==> src/rtl/psg_nch_pkg.sv <==
// psg_nch_pkg: shared constants for the programmable sound generator.
// Holds the log volume table, register map, envelope shape bit positions
// and the channel-count range check.
package psg_nch_pkg;

  // 32-step log volume curve, strictly increasing, full scale at index 31
  localparam logic [7:0] VOL_TBL [32] = '{
    8'd0,   8'd1,   8'd2,   8'd3,   8'd4,   8'd5,   8'd6,   8'd7,
    8'd9,   8'd11,  8'd13,  8'd15,  8'd18,  8'd21,  8'd25,  8'd29,
    8'd34,  8'd40,  8'd47,  8'd55,  8'd64,  8'd75,  8'd88,  8'd103,
    8'd120, 8'd140, 8'd160, 8'd180, 8'd200, 8'd220, 8'd238, 8'd255
  };

  localparam logic [5:0] A_NPER    = 6'h20;
  localparam logic [5:0] A_TDIS    = 6'h21;
  localparam logic [5:0] A_NDIS    = 6'h22;
  localparam logic [5:0] A_VOL     = 6'h28;
  localparam logic [5:0] A_EPER_LO = 6'h30;
  localparam logic [5:0] A_EPER_HI = 6'h31;
  localparam logic [5:0] A_ESHAPE  = 6'h32;
  localparam logic [5:0] A_PAN     = 6'h38;

  localparam int SH_HOLD = 0;
  localparam int SH_ALT  = 1;
  localparam int SH_ATT  = 2;
  localparam int SH_CONT = 3;

  function automatic bit num_ch_ok(input int n);
    return (n >= 1) && (n <= 8);
  endfunction

endpackage

==> src/rtl/psg_nch_tone.sv <==
// psg_nch_tone: one square-wave tone channel. A 12-bit up-counter advanced
// on each prescaler tick toggles the output when it reaches period-1.
// The >= compare lets a shortened period wrap on the very next tick.
module psg_nch_tone (
  input  logic        clk,
  input  logic        reset,
  input  logic        tick,
  input  logic [11:0] period,
  output logic        tone
);

  logic [11:0] cnt;
  logic [11:0] per_m1;

  // period 0 behaves as period 1
  assign per_m1 = (period == 12'd0) ? 12'd0 : period - 12'd1;

  // counter and toggle, stepped only on ticks
  always_ff @(posedge clk) begin
    if (reset) begin
      cnt  <= '0;
      tone <= 1'b0;
    end else if (tick) begin
      if (cnt >= per_m1) begin
        cnt  <= '0;
        tone <= ~tone;
      end else begin
        cnt <= cnt + 12'd1;
      end
    end
  end

endmodule

==> src/rtl/psg_nch.sv <==
// psg_nch: NUM_CH-channel sound generator with shared noise and envelope,
// register port, per-channel log levels and mixed outputs.
// Optional stereo panning is compiled in with the macro PSG_NCH_PAN_EN.
module psg_nch
  import psg_nch_pkg::*;
#(
  parameter int NUM_CH = 3,
  parameter int OUT_W  = 8
) (
  input  logic                                CLK,
  input  logic                                RESET,
  input  logic                                CE,
  input  logic                                SEL,
  input  logic                                WE,
  input  logic                                RD,
  input  logic [5:0]                          ADDR,
  input  logic [7:0]                          DI,
  output logic [7:0]                          DO,
  output logic [NUM_CH*OUT_W-1:0]             CH,
  output logic [OUT_W+$clog2(NUM_CH+1)-1:0]   MIX_L,
  output logic [OUT_W+$clog2(NUM_CH+1)-1:0]   MIX_R,
  output logic [NUM_CH-1:0]                   ACTIVE
);

  localparam int MIX_W = OUT_W + $clog2(NUM_CH + 1);

  if (!num_ch_ok(NUM_CH)) begin : g_bad_num_ch
    $error("psg_nch: NUM_CH must be 1..8");
  end

  logic [11:0] tper [NUM_CH];
  logic [4:0]  vol  [NUM_CH];
  logic [4:0]  nper;
  logic [7:0]  tdis, ndis;
  logic [15:0] eper;
  logic [3:0]  eshape;
`ifdef PSG_NCH_PAN_EN
  logic [1:0]  pan  [NUM_CH];
`endif

  // register file writes; masks reset to all ones so the block starts silent
  always_ff @(posedge CLK) begin
    if (RESET) begin
      for (int i = 0; i < NUM_CH; i++) begin
        tper[i] <= '0;
        vol[i]  <= '0;
`ifdef PSG_NCH_PAN_EN
        pan[i]  <= 2'b11;
`endif
      end
      nper   <= '0;
      tdis   <= 8'hFF;
      ndis   <= 8'hFF;
      eper   <= '0;
      eshape <= '0;
    end else if (WE) begin
      for (int i = 0; i < NUM_CH; i++) begin
        if (ADDR == 6'(2*i))       tper[i][7:0]  <= DI;
        if (ADDR == 6'(2*i + 1))   tper[i][11:8] <= DI[3:0];
        if (ADDR == A_VOL + 6'(i)) vol[i]        <= DI[4:0];
`ifdef PSG_NCH_PAN_EN
        if (ADDR == A_PAN + 6'(i)) pan[i]        <= DI[1:0];
`endif
      end
      case (ADDR)
        A_NPER:    nper        <= DI[4:0];
        A_TDIS:    tdis        <= DI;
        A_NDIS:    ndis        <= DI;
        A_EPER_LO: eper[7:0]   <= DI;
        A_EPER_HI: eper[15:8]  <= DI;
        A_ESHAPE:  eshape      <= DI[3:0];
        default: ;
      endcase
    end
  end

  logic [7:0] rdata;

  // read mux; anything not decoded reads 0xFF
  always_comb begin
    rdata = 8'hFF;
    case (ADDR)
      A_NPER:    rdata = {3'b000, nper};
      A_TDIS:    rdata = tdis;
      A_NDIS:    rdata = ndis;
      A_EPER_LO: rdata = eper[7:0];
      A_EPER_HI: rdata = eper[15:8];
      A_ESHAPE:  rdata = {4'h0, eshape};
      default: ;
    endcase
    for (int i = 0; i < NUM_CH; i++) begin
      if (ADDR == 6'(2*i))       rdata = tper[i][7:0];
      if (ADDR == 6'(2*i + 1))   rdata = {4'h0, tper[i][11:8]};
      if (ADDR == A_VOL + 6'(i)) rdata = {3'b000, vol[i]};
`ifdef PSG_NCH_PAN_EN
      if (ADDR == A_PAN + 6'(i)) rdata = {6'd0, pan[i]};
`endif
    end
  end

  // registered read data; a same-cycle write is not yet visible here
  always_ff @(posedge CLK) begin
    if (RESET)   DO <= 8'hFF;
    else if (RD) DO <= rdata;
  end

  logic [3:0] pre_cnt;
  logic       noise_div;
  logic       tick, noise_tick;

  assign tick       = CE && (pre_cnt == (SEL ? 4'd15 : 4'd7));
  assign noise_tick = tick && noise_div;

  // CE prescaler: one tick per 8 or 16 CE, noise runs at half that rate
  always_ff @(posedge CLK) begin
    if (RESET) begin
      pre_cnt   <= '0;
      noise_div <= 1'b0;
    end else if (CE) begin
      pre_cnt <= tick ? 4'd0 : pre_cnt + 4'd1;
      if (tick) noise_div <= ~noise_div;
    end
  end

  logic [4:0]  n_cnt, nper_m1;
  logic [16:0] lfsr;
  logic        noise;

  assign nper_m1 = (nper == 5'd0) ? 5'd0 : nper - 5'd1;
  assign noise   = lfsr[0];

  // noise period counter and 17-bit LFSR (taps 0 and 3)
  always_ff @(posedge CLK) begin
    if (RESET) begin
      n_cnt <= '0;
      lfsr  <= 17'd1;
    end else if (noise_tick) begin
      if (n_cnt >= nper_m1) begin
        n_cnt <= '0;
        lfsr  <= {lfsr[0] ^ lfsr[3], lfsr[16:1]};
      end else begin
        n_cnt <= n_cnt + 5'd1;
      end
    end
  end

  logic [15:0] env_cnt, eper_m1;
  logic        env_step, env_restart;
  logic [4:0]  env_lvl;
  logic        env_up, env_hold;
  logic        env_end;

  assign eper_m1     = (eper == 16'd0) ? 16'd0 : eper - 16'd1;
  assign env_step    = tick && (env_cnt >= eper_m1);
  assign env_restart = WE && (ADDR == A_ESHAPE);
  assign env_end     = env_up ? (env_lvl == 5'd31) : (env_lvl == 5'd0);

  // envelope generator; a shape write restarts it and beats a coincident step
  always_ff @(posedge CLK) begin
    if (RESET) begin
      env_cnt  <= '0;
      env_lvl  <= 5'd31;
      env_up   <= 1'b0;
      env_hold <= 1'b0;
    end else if (env_restart) begin
      env_cnt  <= '0;
      env_lvl  <= DI[SH_ATT] ? 5'd0 : 5'd31;
      env_up   <= DI[SH_ATT];
      env_hold <= 1'b0;
    end else if (tick) begin
      env_cnt <= env_step ? 16'd0 : env_cnt + 16'd1;
      if (env_step && !env_hold) begin
        if (env_end) begin
          if (!eshape[SH_CONT]) begin
            env_lvl  <= 5'd0;
            env_hold <= 1'b1;
          end else if (eshape[SH_HOLD]) begin
            env_hold <= 1'b1;
            if (eshape[SH_ALT]) env_lvl <= ~env_lvl;
          end else if (eshape[SH_ALT]) begin
            env_up  <= ~env_up;
            env_lvl <= env_up ? env_lvl - 5'd1 : env_lvl + 5'd1;
          end else begin
            env_lvl <= env_up ? 5'd0 : 5'd31;
          end
        end else begin
          env_lvl <= env_up ? env_lvl + 5'd1 : env_lvl - 5'd1;
        end
      end
    end
  end

  logic [NUM_CH-1:0]            tone, gate;
  logic [NUM_CH-1:0][4:0]       idx;
  logic [NUM_CH-1:0][OUT_W-1:0] lvl_out;

  for (genvar i = 0; i < NUM_CH; i++) begin : g_ch
    psg_nch_tone u_tone (
      .clk    (CLK),
      .reset  (RESET),
      .tick   (tick),
      .period (tper[i]),
      .tone   (tone[i])
    );
    assign gate[i]    = (tone[i] | tdis[i]) & (noise | ndis[i]);
    assign idx[i]     = !gate[i] ? 5'd0 :
                        (vol[i][4] ? env_lvl : {vol[i][3:0], vol[i][3]});
    assign lvl_out[i] = OUT_W'(VOL_TBL[idx[i]]) << (OUT_W - 8);
  end

  assign ACTIVE = ~(tdis[NUM_CH-1:0] & ndis[NUM_CH-1:0]);

  logic [MIX_W-1:0] mix_l_d, mix_r_d;

  // full-width channel sums, so no saturation is needed
  always_comb begin
    mix_l_d = '0;
    mix_r_d = '0;
    for (int i = 0; i < NUM_CH; i++) begin
`ifdef PSG_NCH_PAN_EN
      if (pan[i][0]) mix_l_d = mix_l_d + MIX_W'(lvl_out[i]);
      if (pan[i][1]) mix_r_d = mix_r_d + MIX_W'(lvl_out[i]);
`else
      mix_l_d = mix_l_d + MIX_W'(lvl_out[i]);
      mix_r_d = mix_r_d + MIX_W'(lvl_out[i]);
`endif
    end
  end

  // output registers for channel levels and mixes
  always_ff @(posedge CLK) begin
    if (RESET) begin
      CH    <= '0;
      MIX_L <= '0;
      MIX_R <= '0;
    end else begin
      CH    <= lvl_out;
      MIX_L <= mix_l_d;
      MIX_R <= mix_r_d;
    end
  end

endmodule
==> config.mk <==
export PLATFORM = sky130hd
export DESIGN_NAME = psg_nch
export DESIGN_NICKNAME = d
export VERILOG_FILES = /design/src/rtl/psg_nch_pkg.sv /design/src/rtl/psg_nch_tone.sv /design/src/rtl/psg_nch.sv
export SDC_FILE = /design/constraint.sdc
export NUM_CORES = 1
export LEC_CHECK = 0
export BUFFER_PORTS_ARGS = -buffer_cell sky130_fd_sc_hd__buf_2
export CAP_MARGIN = 25
export CORE_MARGIN = 3
export CORE_UTILIZATION = 25
export DETAILED_ROUTE_END_ITERATION = 10
export GPL_ROUTABILITY_DRIVEN = 1
export PLACE_DENSITY_LB_ADDON = 0.12
export SYNTH_ARGS = -nofsm -noshare
export SYNTH_HDL_FRONTEND = slang
export SYNTH_SLANG_ARGS = --single-unit
==> constraint.sdc <==
create_clock -name CLK -period 6.2 [get_ports CLK]
set_input_delay 1.24 -clock CLK [delete_from_list [all_inputs] [get_ports CLK]]
set_output_delay 1.24 -clock CLK [all_outputs]
set_load 0.01 [all_outputs]
==> impl_metrics.csv <==
group,metric,value,unit
floorplan,die_h,237,µm
synthesis,synthAdderAreaFrac,10.0,%
cells_and_area,layout-drive-gt1-share,10.6,%
global_route,antenna_found_initial,6,
cells_and_area,final_util,29.4,%
sta,fin_crit_sh,80.6,%
floorplan,die_area,56000,µm²
detailed_routing,highest_layer,"met5",
synthesis,netlist_instances,1577,
setup_path,crit_arrival,5410,ps
synthesis,synth_area_per_cell,8.43,µm²
synthesis,synth-simple-area-share,24.6,%
clocking,cts_made_buffers,28,
placed_design,io_buffers,74,
detailed_routing,ant_nets,0,
global_route,grt_use_total,14.2,%
setup_path,cp-start-kind,"flip-flop",
cells_and_area,final_net_count,1741,
synthesis,synth_edf_count,51,
synthesis,synth_fp_nets,1698,
clocking,path_clk_slew,60,ps
cells_and_area,syn_to_final_growth,15.0,%
clocking,root_buffer,"clkbuf_16",
synthesis,synth.distinct_cells,72,
detailed_routing,wl_met1,20300,µm
setup_path,critPathMaxFanout,10,
detailed_routing,post_drt_wl_per_cell,17.6,µm
sta,tightest_slew,1030,ps
detailed_routing,dr_wl_met2,17800,µm
hold_path,hp-class,"reg2reg",
setup_path,slowest_stage,"a21boi_0",
sta,tns,0,ps
pwr,powerDensity,255,nW/µm²
synthesis,synth.area.mux_share,3.81,%
floorplan,die_width,237,µm
global_route,grt_max_degree,56,
detailed_routing,drt-initial-drc-count,815,
placed_design,gp_congestion,0.787,
cells_and_area,fill_cells,5598,
sta,relSlewSlack,29.7,%
sta,setup_ws,1200,ps
synthesis,syn_area,13300,µm²
floorplan,pin_count,75,
setup_path,path_buf_inv,1,
synthesis,synth_top_family_by_area,"simple AND/OR/NAND/NOR gates",
detailed_routing,drc,0,
placed_design,hpwl,30500,µm
flow_run,maxCapViolCount,0,
synthesis,synth-compound-area-share,14.2,%
synthesis,ys.flop_type,"dfxtp_1",
global_route,grt_pass1_vias,10900,
pwr,vdd_drop_max,0.194,mV
detailed_routing,dr_wl_met3,2250,µm
sta,grt_setup_unrepaired,"no",
clocking,clk_latency,560,ps
setup_path,endpoint_kind,"flip-flop",
pwr,p_leak,5.97,nW
detailed_routing,via_per_inst,4.93,
setup_path,worstPathRequired,6610,ps
clocking,cts_tree,"yes",
clocking,cts_setup_buffers,0,
setup_path,ff2ff_path_depth,18,
clocking,cts_sinks,223,
floorplan,initial_core_util,25.6,%
detailed_routing,dr.pass1.iters,5,
synthesis,ys_async_sr_fraction,0,%
detailed_routing,routed_wl,40900,µm
sta,setup_viol_count_final,0,
clocking,cts_resized,0,
setup_path,max_stage_delay,620,ps
hold_path,hold-path-cell-count,2,
sta,drv_slew,0,
setup_path,worstPathCellList,"nand2b_1, a21boi_0, nor2_1, ha_1, mux2_2, o211ai_1, o211ai_1, o311ai_0, fa_1, inv_1, ha_1, a21o_1, a21oi_1, nor2b_1, o21a_1, o41ai_1, xor2_1, nor2_1",
clocking,ctsHoldBuffers,0,
clocking,htree_levels,1,
run_status,status,"finished, final reports clean",
sta,fin_crit,5000,ps
setup_path,crit_family,"compound AO/OA/AOI/OAI gates",
pwr,report.power.total,3.90,mW
synthesis,ys_seq_area_share,37.4,%
detailed_routing,vias,11500,
floorplan,coreArea,51900,µm²
synthesis,synth-seq-cells,223,
sta,final_hold_viol_count,0,
synthesis,synthXorXnorAreaFrac,6.19,%
floorplan,num_rows,83,
sta,finClkSkew,14.1,ps
clocking,clockBufferDepth,3,
placed_design,place_ws,1230,ps
synthesis,ys_warn_count,0,
setup_path,critPathKind,"reg2reg",
global_route,grt_first_pass_wirelength,63900,µm
sta,fmax,200,MHz
setup_path,cp_num_cells,18,
global_route,grt-ovfl-total,0,
[logic make-up (layout without fill, tap and decap cells)]
group / after synthesis / in the layout
flops: 223 / 223
other cells: 0 / 5
xor+xnor: 94 / 94
simple gates: 688 / 688
fa+ha+maj: 101 / 101
buf+inv: 119 / 184
compound gates: 303 / 303
mux: 49 / 49
[metal layers]
layer,global-route usage (%),vias up
li1,-,5708
met1,21.0,5495
met2,22.0,219
met3,2.61,36
met4,2.09,4
met5,0,-
[placed cells by master, fill, tap and decap left out, drive strengths merged, types with 6 or more instances in the layout]
cell type,Yosys,routed
nand2,199,199
nor2,175,175
dfxtp,172,172
a21oi,108,108
ha,92,92
buf,17,92
nand3,89,89
xor2,65,65
o21ai,64,64
edfxtp,51,51
nor3,50,50
clkbuf,63,41
inv,38,38
mux2i,36,36
xnor2,29,29
and2,29,29
nand4,25,25
nor2b,22,22
or3,21,21
nand2b,18,18
a31oi,14,14
mux2,13,13
o211ai,13,13
a22oi,13,13
o22ai,12,12
and3,12,12
a211oi,11,11
or2,10,10
fa,9,9
nor4,8,8
a21o,8,8
clkinv,1,8
and4,7,7
a222oi,7,7
nor3b,6,6
o21a,6,6
[sequential cells by signal, indices dropped and copies added, names as in the netlist, 10 cells and up]
signal,cells
g_ch.u_tone.cnt,36
tper,36
CH,24
lfsr,17
env_cnt,16
eper,16
vol,15
MIX_R,10
[final cells by class]
cell class                      instances  area, µm²  area share [%]
Sequential cell                       223       4970            32.5
Multi-Input combinational cell       1235       7830            51.2
Clock inverter                         12        148           0.966
Tap cell                              680        851            5.56
Inverter                               39        146           0.957
Antenna cell                            5       12.5          0.0818
Timing Repair Buffer                   93        513            3.35
Clock buffer                           40        820            5.36
[worst paths after layout]
path | slack, ps | endpoint | from
hold reg to reg | 470 | eshape[2]$_SDFFE_PP0P_ | eshape[2]$_SDFFE_PP0P_
setup / recovery | 1200 | MIX_R[8]$_SDFF_PP0_ | vol[0][4]$_DFFE_PP_
setup reg to reg | 1200 | MIX_R[8]$_SDFF_PP0_ | vol[0][4]$_DFFE_PP_
hold / removal | 470 | eshape[2]$_SDFFE_PP0P_ | eshape[2]$_SDFFE_PP0P_
[report_power, final]
group	total [mW]	leakage, nW	switching, mW	internal, mW
clock	1.72	0.473	0.672	1.04
combinational	0.584	3.62	0.346	0.238
sequential	1.60	1.88	0.0519	1.55
total	3.90	5.97	1.07	2.83
[per-stage QoR]
stage / instances / cell area (µm²) / hold slack, ps
2_1_floorplan: 1577 / 13300 / 436
3_3_place_gp: 2266 / 14300 / 454
3_5_place_dp: 2268 / 14300 / 456
4_1_cts: 2320 / 15300 / 474
5_1_grt: 2322 / 15300 / 493
6_report: 2327 / 15300 / 469
[synth_stat cells (all sizes together) (10+ instances only)]
cell type  number  share of area (%)
nor2          175                4.9
nand3          89                3.4
a21oi         108                4.1
ha             92                8.7
inv            38                1.1
and3           12               0.56
o211ai         13               0.73
nand4          25                1.2
o21ai          64                2.4
or3            21                1.1
nor2b          22                1.0
xnor2          29                1.9
buf            17               0.84
xor2           65                4.3
o22ai          12               0.56
nor3           50                1.9
a31oi          14               0.66
a22oi          13               0.73
nand2         199                5.6
nand2b         18               0.85
dfxtp         172                 26
or2            10               0.47
a211oi         11               0.62
mux2i          36                2.7
and2           29                1.4
clkbuf         63                1.8
mux2           13                1.1
edfxtp         51                 12
[worst min-delay path, delay by kind of cell, from the launching register on]
| kind | cells | cell delay, ps |
|---|---|---|
| and+or+nand+nor | 1 | 50 |
| DFF | 1 | 310 |
| AOI/OAI and AO/OA | 1 | 50 |
Power figures use the tool's default switching activity.
